**src/rtl/cfg_iosf_req_initiator_pkg.sv**
```systemverilog
// Shared types for the IOSF-to-config-bus request initiator: command, request,
// ack and completion formats plus the opcode translation helpers.
package cfg_iosf_req_initiator_pkg;

    localparam logic [7:0] IOSF_MRD32  = 8'h00;
    localparam logic [7:0] IOSF_MRD64  = 8'h20;
    localparam logic [7:0] IOSF_MWR32  = 8'h40;
    localparam logic [7:0] IOSF_MWR64  = 8'h60;
    localparam logic [7:0] IOSF_IORD   = 8'h02;
    localparam logic [7:0] IOSF_IOWR   = 8'h42;
    localparam logic [7:0] IOSF_CFGRD0 = 8'h04;
    localparam logic [7:0] IOSF_CFGWR0 = 8'h44;
    localparam logic [7:0] IOSF_SWAP64 = 8'h6D;

    typedef enum logic [3:0] {
        CFGRD = 4'h0,
        CFGWR = 4'h1,
        MRD   = 4'h2,
        MWR   = 4'h3,
        IORD  = 4'h4,
        IOWR  = 4'h5
    } cfg_opcode_t;

    typedef enum logic [1:0] {
        CPL_SC = 2'd0,
        CPL_UR = 2'd1,
        CPL_CA = 2'd2
    } cfg_cpl_status_t;

    typedef struct packed {
        logic [13:0] rsvd;
        logic [7:0]  opcode;
        logic [7:0]  tag;
        logic [15:0] rqid;
        logic [9:0]  length;
        logic [3:0]  lbe;
        logic [3:0]  fbe;
        logic [63:0] address;
    } cfg_iosf_cmd_t;

    typedef struct packed {
        logic        valid;
        cfg_opcode_t opcode;
        logic [47:0] addr;
        logic [7:0]  be;
        logic [63:0] data;
        logic [23:0] sai;
        logic [7:0]  fid;
    } cfg_req_64bit_t;

    typedef struct packed {
        logic        read_valid;
        logic        read_miss;
        logic        write_valid;
        logic        write_miss;
        logic [63:0] data;
    } cfg_ack_64bit_t;

    typedef struct packed {
        logic        supported;
        cfg_opcode_t opcode;
    } cfg_op_map_t;

    function automatic cfg_op_map_t IosfToCfgOpcode(input logic [7:0] op);
        cfg_op_map_t m;
        m.supported = 1'b1;
        m.opcode    = CFGRD;
        case (op)
            IOSF_MRD32, IOSF_MRD64: m.opcode = MRD;
            IOSF_MWR32, IOSF_MWR64: m.opcode = MWR;
            IOSF_IORD:              m.opcode = IORD;
            IOSF_IOWR:              m.opcode = IOWR;
            IOSF_CFGRD0:            m.opcode = CFGRD;
            IOSF_CFGWR0:            m.opcode = CFGWR;
            default:                m.supported = 1'b0;
        endcase
        return m;
    endfunction

    function automatic logic CmdParity(input cfg_iosf_cmd_t c);
        return ^c;
    endfunction

    function automatic logic IsReadOp(input cfg_opcode_t op);
        return (op == CFGRD) || (op == MRD) || (op == IORD);
    endfunction

endpackage

```
**src/rtl/cfg_iosf_req_initiator_if.sv**
```systemverilog
// Command, config-bus and completion signals of the request initiator.
interface cfg_iosf_req_initiator_if;
    import cfg_iosf_req_initiator_pkg::*;

    logic            cmd_valid;
    logic            cmd_ready;
    cfg_iosf_cmd_t   cmd;
    logic            cmd_par;
    logic [63:0]     cmd_wdata;
    logic [23:0]     cmd_sai;
    logic [7:0]      cmd_fid;
    cfg_req_64bit_t  cfg_req;
    cfg_ack_64bit_t  cfg_ack;
    logic            cpl_valid;
    logic            cpl_ready;
    cfg_cpl_status_t cpl_status;
    logic [63:0]     cpl_data;
    logic [7:0]      cpl_tag;
    logic [15:0]     cpl_rqid;
    logic            par_err;
    logic            posted_err;
    logic            stray_ack;

    modport master (
        input  cmd_valid, cmd, cmd_par, cmd_wdata, cmd_sai, cmd_fid, cfg_ack, cpl_ready,
        output cmd_ready, cfg_req, cpl_valid, cpl_status, cpl_data, cpl_tag, cpl_rqid,
               par_err, posted_err, stray_ack
    );

    modport slave (
        output cmd_valid, cmd, cmd_par, cmd_wdata, cmd_sai, cmd_fid, cfg_ack, cpl_ready,
        input  cmd_ready, cfg_req, cpl_valid, cpl_status, cpl_data, cpl_tag, cpl_rqid,
               par_err, posted_err, stray_ack
    );

endinterface

```
**src/rtl/cfg_iosf_req_initiator_decode.sv**
```systemverilog
// Combinational command check and translation: parity, opcode map, legality
// checks and offset/byte-enable formation for one config-bus request.
module cfg_iosf_req_initiator_decode
    import cfg_iosf_req_initiator_pkg::*;
(
    input  cfg_iosf_cmd_t   cmd,
    input  logic            cmd_par,
    input  logic [63:0]     cmd_wdata,
    input  logic [23:0]     cmd_sai,
    input  logic [7:0]      cmd_fid,
    output cfg_req_64bit_t  req,
    output cfg_cpl_status_t status,
    output logic            par_ok
);

    cfg_op_map_t map;
    logic        len_ok;
    logic        addr_ok;
    logic        align_ok;

    always_comb begin
        map      = IosfToCfgOpcode(cmd.opcode);
        par_ok   = (cmd_par == CmdParity(cmd));
        len_ok   = (cmd.length == 10'd1) || (cmd.length == 10'd2);
        addr_ok  = (cmd.address[63:48] == 16'h0);
        align_ok = !((cmd.length == 10'd2) && cmd.address[2]);

        req        = '0;
        req.valid  = 1'b1;
        req.opcode = map.opcode;
        req.sai    = cmd_sai;
        req.fid    = cmd_fid;

        case (map.opcode)
            MRD, MWR:   req.addr = {cmd.address[47:3], 3'b000};
            IORD, IOWR: req.addr = {32'h0, cmd.address[15:3], 3'b000};
            default:    req.addr = {36'h0, cmd.address[11:3], 3'b000};
        endcase

        // A single DWORD lands in the upper or lower half of the qword lane.
        if (cmd.length == 10'd2) begin
            req.be = {cmd.lbe, cmd.fbe};
        end else if (cmd.address[2]) begin
            req.be = {cmd.fbe, 4'h0};
        end else begin
            req.be = {4'h0, cmd.fbe};
        end

        req.data = IsReadOp(map.opcode) ? 64'h0 : cmd_wdata;

        if (!par_ok) begin
            status = CPL_CA;
        end else if (!(map.supported && len_ok && addr_ok && align_ok)) begin
            status = CPL_UR;
        end else begin
            status = CPL_SC;
        end
    end

endmodule

```
**src/rtl/cfg_iosf_req_initiator.sv**
```systemverilog
// Serialized initiator: accepts one IOSF command, issues one config request,
// waits for its ack (or timeout) and returns a completion unless posted.
module cfg_iosf_req_initiator
    import cfg_iosf_req_initiator_pkg::*;
#(
    parameter int TIMEOUT_CYCLES = 1024,
    parameter int TMR_W          = 16
) (
    input  logic                     clk,
    input  logic                     rst,
    cfg_iosf_req_initiator_if.master bus
);

    typedef enum logic [1:0] {
        S_IDLE,
        S_ISSUE,
        S_WAIT,
        S_CPL
    } state_t;

    state_t          state_q, state_d;
    cfg_req_64bit_t  dec_req, req_q;
    cfg_cpl_status_t dec_status, status_q, status_d;
    logic            dec_par_ok;
    logic [TMR_W-1:0] tmr_q;
    logic [63:0]     cpl_data_q, cpl_data_d;
    logic [7:0]      tag_q;
    logic [15:0]     rqid_q;
    logic            par_err_q, posted_err_q, stray_ack_q;
    logic            par_err_d, posted_err_d, stray_ack_d;
    logic            accept, is_read, posted, ack_hit, ack_miss, timeout;

    cfg_iosf_req_initiator_decode u_decode (
        .cmd       (bus.cmd),
        .cmd_par   (bus.cmd_par),
        .cmd_wdata (bus.cmd_wdata),
        .cmd_sai   (bus.cmd_sai),
        .cmd_fid   (bus.cmd_fid),
        .req       (dec_req),
        .status    (dec_status),
        .par_ok    (dec_par_ok)
    );

    assign accept   = (state_q == S_IDLE) && bus.cmd_valid;
    assign is_read  = IsReadOp(req_q.opcode);
    assign posted   = (req_q.opcode == MWR);
    assign ack_hit  = is_read ? bus.cfg_ack.read_valid : bus.cfg_ack.write_valid;
    assign ack_miss = is_read ? bus.cfg_ack.read_miss  : bus.cfg_ack.write_miss;
    assign timeout  = (tmr_q == TMR_W'(TIMEOUT_CYCLES - 1));

    always_comb begin
        state_d      = state_q;
        status_d     = status_q;
        cpl_data_d   = cpl_data_q;
        par_err_d    = 1'b0;
        posted_err_d = 1'b0;
        stray_ack_d  = (state_q != S_WAIT) &&
                       (bus.cfg_ack.read_valid  || bus.cfg_ack.read_miss ||
                        bus.cfg_ack.write_valid || bus.cfg_ack.write_miss);
        case (state_q)
            S_IDLE: begin
                if (bus.cmd_valid) begin
                    status_d   = dec_status;
                    cpl_data_d = '0;
                    par_err_d  = !dec_par_ok;
                    state_d    = (dec_status == CPL_SC) ? S_ISSUE : S_CPL;
                end
            end
            S_ISSUE: state_d = S_WAIT;
            S_WAIT: begin
                // An ack arriving in the final timer cycle still wins.
                if (ack_hit || timeout) begin
                    if (posted) begin
                        state_d      = S_IDLE;
                        posted_err_d = ack_hit ? ack_miss : 1'b1;
                    end else begin
                        state_d = S_CPL;
                        if (!ack_hit) begin
                            status_d = CPL_CA;
                        end else if (ack_miss) begin
                            status_d = CPL_UR;
                        end else begin
                            status_d = CPL_SC;
                        end
                        cpl_data_d = (ack_hit && is_read && !ack_miss) ? bus.cfg_ack.data : 64'h0;
                    end
                end
            end
            S_CPL: begin
                if (bus.cpl_ready) begin
                    state_d = S_IDLE;
                end
            end
            default: state_d = S_IDLE;
        endcase
    end

    always_ff @(posedge clk) begin
        if (rst) begin
            state_q      <= S_IDLE;
            tmr_q        <= '0;
            par_err_q    <= 1'b0;
            posted_err_q <= 1'b0;
            stray_ack_q  <= 1'b0;
        end else begin
            state_q      <= state_d;
            tmr_q        <= (state_q == S_WAIT) ? tmr_q + TMR_W'(1) : '0;
            par_err_q    <= par_err_d;
            posted_err_q <= posted_err_d;
            stray_ack_q  <= stray_ack_d;
        end
    end

    // Transaction payload is qualified by state, so it carries no reset.
    always_ff @(posedge clk) begin
        if (accept) begin
            req_q  <= dec_req;
            tag_q  <= bus.cmd.tag;
            rqid_q <= bus.cmd.rqid;
        end
        status_q   <= status_d;
        cpl_data_q <= cpl_data_d;
    end

    assign bus.cmd_ready  = (state_q == S_IDLE);
    assign bus.cfg_req    = (state_q == S_ISSUE) ? req_q : '0;
    assign bus.cpl_valid  = (state_q == S_CPL);
    assign bus.cpl_status = bus.cpl_valid ? status_q : CPL_SC;
    assign bus.cpl_data   = bus.cpl_valid ? cpl_data_q : 64'h0;
    assign bus.cpl_tag    = bus.cpl_valid ? tag_q : 8'h0;
    assign bus.cpl_rqid   = bus.cpl_valid ? rqid_q : 16'h0;
    assign bus.par_err    = par_err_q;
    assign bus.posted_err = posted_err_q;
    assign bus.stray_ack  = stray_ack_q;

endmodule

```
**src/flat_wrapper.sv**
```systemverilog
// flat-port wrapper written by rule: the top's interface ports become plain ports
module cfg_iosf_req_initiator_flat import cfg_iosf_req_initiator_pkg::*;
#(
    parameter int TIMEOUT_CYCLES = 1024,
    parameter int TMR_W          = 16
)
  (clk, rst, bus_cmd_valid, bus_cmd, bus_cmd_par, bus_cmd_wdata, bus_cmd_sai, bus_cmd_fid, bus_cfg_ack, bus_cpl_ready, bus_cmd_ready, bus_cfg_req, bus_cpl_valid, bus_cpl_status, bus_cpl_data, bus_cpl_tag, bus_cpl_rqid, bus_par_err, bus_posted_err, bus_stray_ack);
  cfg_iosf_req_initiator_if bus_i ();
  input  logic clk;
  input  logic rst;
  input wire logic [$bits(bus_i.cmd_valid)-1:0] bus_cmd_valid;
  input wire logic [$bits(bus_i.cmd)-1:0] bus_cmd;
  input wire logic [$bits(bus_i.cmd_par)-1:0] bus_cmd_par;
  input wire logic [$bits(bus_i.cmd_wdata)-1:0] bus_cmd_wdata;
  input wire logic [$bits(bus_i.cmd_sai)-1:0] bus_cmd_sai;
  input wire logic [$bits(bus_i.cmd_fid)-1:0] bus_cmd_fid;
  input wire logic [$bits(bus_i.cfg_ack)-1:0] bus_cfg_ack;
  input wire logic [$bits(bus_i.cpl_ready)-1:0] bus_cpl_ready;
  output wire logic [$bits(bus_i.cmd_ready)-1:0] bus_cmd_ready;
  output wire logic [$bits(bus_i.cfg_req)-1:0] bus_cfg_req;
  output wire logic [$bits(bus_i.cpl_valid)-1:0] bus_cpl_valid;
  output wire logic [$bits(bus_i.cpl_status)-1:0] bus_cpl_status;
  output wire logic [$bits(bus_i.cpl_data)-1:0] bus_cpl_data;
  output wire logic [$bits(bus_i.cpl_tag)-1:0] bus_cpl_tag;
  output wire logic [$bits(bus_i.cpl_rqid)-1:0] bus_cpl_rqid;
  output wire logic [$bits(bus_i.par_err)-1:0] bus_par_err;
  output wire logic [$bits(bus_i.posted_err)-1:0] bus_posted_err;
  output wire logic [$bits(bus_i.stray_ack)-1:0] bus_stray_ack;
  assign bus_i.cmd_valid = bus_cmd_valid;
  assign bus_i.cmd = bus_cmd;
  assign bus_i.cmd_par = bus_cmd_par;
  assign bus_i.cmd_wdata = bus_cmd_wdata;
  assign bus_i.cmd_sai = bus_cmd_sai;
  assign bus_i.cmd_fid = bus_cmd_fid;
  assign bus_i.cfg_ack = bus_cfg_ack;
  assign bus_i.cpl_ready = bus_cpl_ready;
  assign bus_cmd_ready = bus_i.cmd_ready;
  assign bus_cfg_req = bus_i.cfg_req;
  assign bus_cpl_valid = bus_i.cpl_valid;
  assign bus_cpl_status = bus_i.cpl_status;
  assign bus_cpl_data = bus_i.cpl_data;
  assign bus_cpl_tag = bus_i.cpl_tag;
  assign bus_cpl_rqid = bus_i.cpl_rqid;
  assign bus_par_err = bus_i.par_err;
  assign bus_posted_err = bus_i.posted_err;
  assign bus_stray_ack = bus_i.stray_ack;
  cfg_iosf_req_initiator #(.TIMEOUT_CYCLES(TIMEOUT_CYCLES), .TMR_W(TMR_W)) u_core (.clk(clk), .rst(rst), .bus(bus_i));
endmodule
```
**config.mk**
```make
export PLATFORM = sky130hd
export DESIGN_NAME = cfg_iosf_req_initiator_flat
export DESIGN_NICKNAME = d
export VERILOG_FILES = /design/src/rtl/cfg_iosf_req_initiator_pkg.sv /design/src/rtl/cfg_iosf_req_initiator_if.sv /design/src/rtl/cfg_iosf_req_initiator_decode.sv /design/src/rtl/cfg_iosf_req_initiator.sv /design/src/flat_wrapper.sv
export SDC_FILE = /design/constraint.sdc
export NUM_CORES = 1
export LEC_CHECK = 0
export BUFFER_PORTS_ARGS = -buffer_cell sky130_fd_sc_hd__buf_4
export CORE_AREA = 2 2 215 217
export DETAILED_ROUTE_END_ITERATION = 10
export DIE_AREA = 0 0 217 219
export GPL_TIMING_DRIVEN = 0
export PLACE_DENSITY_LB_ADDON = 0.08
export SYNTH_ARGS = -nofsm -noshare
export SYNTH_HDL_FRONTEND = slang
export SYNTH_SLANG_ARGS = --single-unit
```
**constraint.sdc**
```tcl
create_clock -name clk -period 5.5 [get_ports clk]
set_clock_uncertainty 0.05 [all_clocks]
set_input_delay 0.275 -clock clk [delete_from_list [all_inputs] [get_ports clk]]
set_output_delay 0.275 -clock clk [all_outputs]
set_load 0.02 [all_outputs]
```
==> metrics.cfg <==
[global_route]
grt-ovfl-total = 0
grt_util_all_layers_pct = 18.5
grt_max_degree = 109
first_global_vias = 10800
antenna_found_initial = 3
grt_pass1_wl_mm = 65.2

[synth]
synth-main-ff-cell = edfxtp_1
synth-async-reset-ratio_pct = 0
yosys_register_bits = 263
synth_enable_flop_cells = 242
synth_area_leaders = edfxtp_1, and2_1, xnor2_1
yosysWarnings = 0
yosys.area.top_type = edfxtp_1
ys_types = 37
synth.avg_cell_area_um2 = 12.3
synth_top_area_share_pct = 57.6
syn_inst = 1027
netlist_area_mm2 = 0.0126
synth-seq-area-share_pct = 60.9

[sta]
finalHoldViolCount = 0
period_share_pct = 63.1
drv_slew = 0
setup_tns_ns = 0
worst-slew-pin-transition_ns = 0.784
fmax_mhz = 288
hold_slack_ns = 0.0516
rsz0062_at_grt = false
period_needed_ns = 3.47
setup-violations-final = 0
maxSlewHeadroom_pct = 47.8

[clock_tree]
cts_tree = done
cts_max_path_buffers = 3
cts_resized = 0
clk_pin_slew_ns = 0.05
cts_buffers = 34
htreeDepth = 2
cts_root_buf = clkbuf_16
cts.sinks = 263
clkLatencyLatePin_ns = 0.53

[final_layout]
fin_nets = 2169
drive_gt1_share_pct = 31.8
fillers = 4278
finalInstanceArea_mm2 = 0.0210
syn_to_final_growth_pct = 66.2
stdcell_count = 2478

[floorplanning]
rows = 78
dieArea_mm2 = 0.0475
die_height_um = 219
die_x_um = 217
ioPinCount = 549
coreArea_mm2 = 0.0451
start_util_pct = 28.0

[power]
powerDensity_mw_per_mm2 = 295
peakVddDrop_mv = 0.175
power_mw = 6.18
leakage_nw = 9.27

[outcome]
status = completed

[run]
maxCapViolCount = 0

[worst_hold_path]
hp-class = in2reg

[route]
routed_wl_mm = 45.3
drt_iter0_markers = 419
drc = 0
via_per_inst = 4.17
drtPass1Iterations = 4
wire_per_inst_um = 18.3
routed-via-count = 10300
antenna_left = 0

[placement]
dpl_cell_area_mm2 = 0.0176
place.gp.congestion = 0.796
io_buffers = 543
place_inst = 2176
dp_hpwl_mm = 34.5

[setup_path]
endpoint_kind = output pin
arrival_ns = 3.14
required_ns = 5.18
path_class = reg2out
cp_max_fo = 10
start_kind = flip-flop

==> power by group <==
| group | total [mW] | internal (mW) | switching [mW] |
|---|---|---|---|
| Combinational | 1.59 | 0.790 | 0.795 |
| Clock | 2.14 | 1.28 | 0.862 |
| Sequential | 2.45 | 2.42 | 0.0361 |
| Total | 6.18 | 4.49 | 1.69 |
==> per-layer routing <==
metal,up-vias,track usage [%],share of wire (%)
met5,-,0,0
met4,0,5.25,2.4
met3,59,7.26,9.4
met2,389,32.0,49
met1,4771,21.0,39
li1,5109,-,-
==> flip-flops by register name, indices dropped and copies added (netlist names) <==
register	cells
u_core.bus.par_err	1
u_core.req_q	152
u_core.bus.stray_ack	1
u_core.tmr_q	16
u_core.bus.posted_err	1
u_core.state_q	2
u_core.status_q	2
u_core.tag_q	8
u_core.cpl_data_q	64
u_core.rqid_q	16
==> cell usage after synthesis (all sizes together) (12+ instances only) <==
cell type / count
nand2: 18
clkbuf: 56
nor2: 23
and3: 91
and2: 322
ha: 23
o21ai: 12
edfxtp: 242
dfxtp: 21
inv: 40
xnor2: 97
xor2: 23
==> area by class of cell <==
cell class | instances | area, µm² | share of cell area [%]
Sequential cell | 263 | 7690 | 36.6
Timing Repair Buffer | 783 | 6520 | 31.1
Multi-Input combinational cell | 665 | 4550 | 21.7
Clock buffer | 50 | 942 | 4.49
Tap cell | 600 | 751 | 3.58
Buffer | 62 | 253 | 1.20
Inverter | 40 | 158 | 0.751
Clock inverter | 11 | 104 | 0.495
Antenna cell | 4 | 10.0 | 0.0477
==> per-stage QoR <==
stage	utilization, %	setup slack [ns]
floorplan	-	0.584
global placement	38.7	-1.37
CTS	46.5	1.89
detailed placement	38.9	2.31
finish	46.5	2.03
global route	46.5	1.74
==> final timing paths <==
| kind | from | slack [ns] | cells after the start | end |
|---|---|---|---|---|
| hold reg to reg | u_core.tmr_q[0]$_SDFF_PP0_ | 0.40 | 1 | u_core.tmr_q[0]$_SDFF_PP0_ |
| setup reg to reg | u_core.tmr_q[0]$_SDFF_PP0_ | 2.29 | 10 | u_core.cpl_data_q[43]$_SDFFCE_PN0P_ |
| hold / removal | bus_cpl_ready | 0.05 | 3 | u_core.state_q[1]$_SDFFE_PP0P_ |
| setup / recovery | u_core.state_q[0]$_SDFFE_PP0P_ | 2.03 | 7 | bus_cfg_req[113] |
==> critical path, stage by stage, from the launching register on <==
cell      delay, ns
dfxtp_1        0.30
clkbuf_1       0.26
nor2b_1        0.17
clkbuf_1       0.60
buf_2          0.39
clkbuf_1       0.49
and2_1         0.23
buf_4          0.15
==> timing repair <==
action                    CTS  global route
setup buffers               0             0
hold buffers              237             0
hold endpoints to repair  238             0
==> cells by family after synthesis <==
| group | Yosys count | synth area share, % |
|---|---|---|
| mux | 2 | 0.159 |
| buf+inv | 102 | 3.19 |
| xor+xnor | 123 | 8.87 |
| other cells | 1 | 0.0297 |
| flops | 263 | 60.9 |
| compound gates | 24 | 1.16 |
| fa+ha+maj | 23 | 2.28 |
| simple gates | 489 | 23.4 |
==> cell usage in the layout, fill, tap and decap left out, types with 10 or more instances in the layout <==
cell type | synthesis | routed
clkbuf_1 | 56 | 70
edfxtp_1 | 242 | 242
o21ai_0 | 10 | 10
clkbuf_16 | 0 | 35
dlygate4sd3_1 | 0 | 237
dfxtp_1 | 21 | 21
and2_1 | 322 | 322
nor2_1 | 23 | 22
inv_1 | 40 | 39
nand2_1 | 18 | 18
buf_4 | 5 | 548
and3_1 | 91 | 91
ha_1 | 23 | 23
xor2_1 | 23 | 23
xnor2_1 | 97 | 97
No activity file was read; power rests on OpenSTA's default activity.
